File: config.mk
export PLATFORM = sky130hd
export DESIGN_NAME = ram8
export DESIGN_NICKNAME = d
export VERILOG_FILES = /design/src/rtl/ram8.sv
export SDC_FILE = /design/constraint.sdc
export NUM_CORES = 1
export LEC_CHECK = 0
export CAP_MARGIN = 10
export CORE_MARGIN = 10
export CORE_UTILIZATION = 65
export CTS_BUF_LIST = sky130_fd_sc_hd__clkbuf_4
export CTS_CLUSTER_SIZE = 40
export DETAILED_ROUTE_END_ITERATION = 8
export PLACE_DENSITY_LB_ADDON = 0.05
export SYNTH_ARGS = -nofsm -noshare
export SYNTH_HDL_FRONTEND = slang
export SYNTH_SLANG_ARGS = --single-unit
File: constraint.sdc
create_clock -name clk -period 3.95 [get_ports clk]
set_input_delay 0.395 -clock clk [delete_from_list [all_inputs] [get_ports clk]]
set_output_delay 0.395 -clock clk [all_outputs]
set_load 0.03 [all_outputs]
File: src/rtl/ram8.sv
// Eight-word synchronous-write register file with combinational read.
// A per-word dirty mask records which words were written since reset or clr.
module ram8 #(
  parameter int WIDTH = 16,
  parameter int DEPTH = 8
) (
  input  logic             clk,
  input  logic             rst_n,
  input  logic [WIDTH-1:0] in,
  input  logic             load,
  input  logic [2:0]       address,
  input  logic             clr,
  output logic [WIDTH-1:0] out,
  output logic [DEPTH-1:0] dirty
);

  logic [WIDTH-1:0] word [DEPTH];
  logic [DEPTH-1:0] ld;

  // One-hot load routing; with load low the address is never used, so an
  // unknown address cannot select a word.
  always_comb begin
    // NOTE: default first so every path assigns ld and no latch is inferred.
    ld = '0;
    if (load) ld[address] = 1'b1;
  end

  always_ff @(posedge clk or negedge rst_n) begin
    if (!rst_n) begin
      // NOTE: the words are reset explicitly because a cleared read value is
      // observable right after reset; this keeps them in flops, not a RAM macro.
      for (int k = 0; k < DEPTH; k++) word[k] <= '0;
      dirty <= '0;
    end else begin
      // NOTE: non-blocking so every word and the mask update from pre-edge values.
      for (int k = 0; k < DEPTH; k++) begin
        if (ld[k]) word[k] <= in;
      end
      dirty <= (dirty & ~{DEPTH{clr}}) | ld;
    end
  end

  assign out = word[address];

endmodule

==> results.txt <==
setup violators final: 0
# nets final: 427
CTS tree: done
number of synthesis warnings: 0
Fin Clk Skew: 0 ps
relative slew slack: 32.0%
syn nets: 378
Final min period: 2860 ps
CTS Sinks: 136
biggest area consumer among synthesized cells: dfrtp_1
DRC: 0
Place WS: 1080 ps
met3 GRT Util: 6.28%
unrepaired setup endpoints after global routing: no
M2 GR Usage: 26.9%
top post-synthesis cells by count: dfrtp_1, mux2_2, mux4_1, buf_2, mux2_4
I/O Buffers: 46
Max-Cap Viols: 0
Die Height: 118 um
top cells by area, synth: dfrtp_1, mux2_2, mux4_1, mux2_4, mux4_2
TritonCTS buffer count: 17
Reg clk slew, reported paths: 110 ps
HPWL Detailed: 6.79 mm
die area: 13900 um^2
Synth Area in Compound Gates: 0.801%
starting density of the core: 67.3%
Total Routing Usage GR: 17.5%
num ports: 47
CTS Hold Buffers Added: 0
GRT overflow: 0
xor-xnor portion of the synthesized cell area: 0%
gpl congestion: 0.694
Final Non-Filler Cells: 547
setup TNS: 0 ps
Worst VDD drop: 0.421 mV
FF+latch count, synth: 136
Synth top area share: 54.4%
H-Tree Depth: 4
Antenna Violating Nets Remaining: 0
vias in the first global route: 3611
status: complete, no violations
initial DRC count: 204
critical path class: primary input to output pin
Avg Cell Area, Syn: 17.6 um^2
crit path launch type: primary input
simple-gate share of the synthesized area: 2.32%
Worst Setup End Kind: output pin
Tcrit/Tclk final: 72.4%
Post-Place Cells: 514
overall power: 0.00361 W
most common cell in the netlist: dfrtp_1
main combinational cell family by area after synthesis: multiplexers
post-route setup slack: 1090 ps
sequential share of the synthesized area: 54.4%
multiplexer area fraction after synthesis: 39.6%
Max clock buf depth: 2
cells resized by post-CTS repair: 0
CP Data Required Time: 3560 ps
Horiz. Die Dim: 118 um
Synth Area in Adders: 0%
critical-path maximum fanout: 40
Worst-Skew Late Latency: 520 ps
busiest grt layer: met2
Final Hold Fails: 0
fin. max-slew vios: 0
wire per inst: 21.5 um
Leakage: 3.09 nW
power density over the cells: 510 nW/um^2
met1 global-route usage: 22.9%
area grow syn2layout: 13.2%
global-route wire length before repair: 19.3 mm
initial antenna violation count: 0
DR vias: 3344
Tightest Pin Transition: 1020 ps
cell row count: 35
CP arrival: 2470 ps
Via-to-Cell Ratio: 6.11
Root Driver: clkbuf_4
Synth cell types: 17
Core ar.: 9280 um^2
post-synthesis cell count: 355
total setup buffers inserted after CTS: 0
Routed WL: 11.8 mm
share of flip-flops with an asynchronous set or reset: 100%
Main synth FF type: dfrtp_1
fmax: 350 MHz
EDFF count, synth: 0
largest net degree at the start of global routing: 82
Tightest Hold Check Type: primary input to async pin
share of cells above drive strength 1: 47.7%
total iterations of the first detailed-routing run: 4
mapped cell area: 6250 um^2
cell type report:
cell class / instances / area, um^2
diodes: 1 / 2.50
clock buffers: 17 / 128
clock inverters: 15 / 176
fillers: 565 / 2210
inverters: 5 / 18.8
multi-input cells: 192 / 2670
flip-flops and latches: 136 / 3400
well taps: 129 / 161
repair buffers: 52 / 518
stage by stage:
step | util, % | instance area (um^2) | hold WS (ps)
6_report | 76.2 | 7080 | 34.1
5_1_grt | 76.2 | 7070 | 73.0
4_1_cts | 76.2 | 7070 | 41.7
3_5_place_dp | 72.9 | 6770 | 472
3_3_place_gp | 72.9 | 6770 | 461
2_1_floorplan | - | 6250 | 99.4
cell usage in the layout, fill, tap and decap left out:
| cell type | netlist | final |
|---|---|---|
| a21o_1 | 4 | 4 |
| and4bb_2 | 3 | 3 |
| buf_12 | 0 | 2 |
| buf_2 | 11 | 2 |
| buf_4 | 6 | 5 |
| bufinv_16 | 0 | 3 |
| clkbuf_4 | 0 | 17 |
| clkdlybuf4s50_1 | 0 | 43 |
| clkinv_2 | 0 | 4 |
| clkinv_4 | 0 | 3 |
| clkinvlp_4 | 0 | 3 |
| dfrtp_1 | 136 | 136 |
| diode_2 | 0 | 1 |
| inv_1 | 5 | 5 |
| inv_6 | 0 | 2 |
| mux2_2 | 135 | 135 |
| mux2_4 | 9 | 9 |
| mux4_1 | 26 | 26 |
| mux4_2 | 6 | 6 |
| nand4_4 | 1 | 1 |
| nand4b_2 | 1 | 1 |
| nand4b_4 | 2 | 2 |
| nor4b_4 | 1 | 1 |
| o21ai_0 | 4 | 4 |
worst paths after layout:
path / from / to / slack, ps / cells after the start
worst min register to register: dirty[2] / dirty[2] / 500 / 1
worst max-delay path: address[2] / out[14] / 1090 / 4
min in group clk: dirty[2] / dirty[2] / 500 / 1
worst max register to register: word[4] / word[4] / 3160 / 1
max in group asynchronous: rst_n / word[25] / 3090 / 2
worst min-delay path: rst_n / word[19] / 30 / 1
cell families (layout without fill, tap and decap cells):
logic type	Yosys count	in the layout
mux	176	176
flops	136	136
buf+inv	27	89
compound gates	8	8
simple gates	8	8
other cells	0	1
worst max-delay path, cell delays in order:
cell and delay (ps):
buf_2 750, mux4_2 410, mux2_2 290, clkdlybuf4s50_1 600
per-layer routing:
metal  wire, um  vias to the layer above
li1           -                     1481
met2       5580                       69
met4        199                        0
met5          0                        -
met3        513                       21
met1       5480                     1773
registers in the layout, summed over array words and instances, names as in the netlist:
signal	count
dirty	8
word	128
where the power goes:
part | total (W) | internal (W) | switching (W)
Sequential | 0.00181 | 0.00168 | 0.000132
Clock | 0.000963 | 0.000440 | 0.000523
Combinational | 0.000834 | 0.000503 | 0.000330
Total | 0.00361 | 0.00262 | 0.000985
Note: power is estimated with default switching activity, not from simulation.
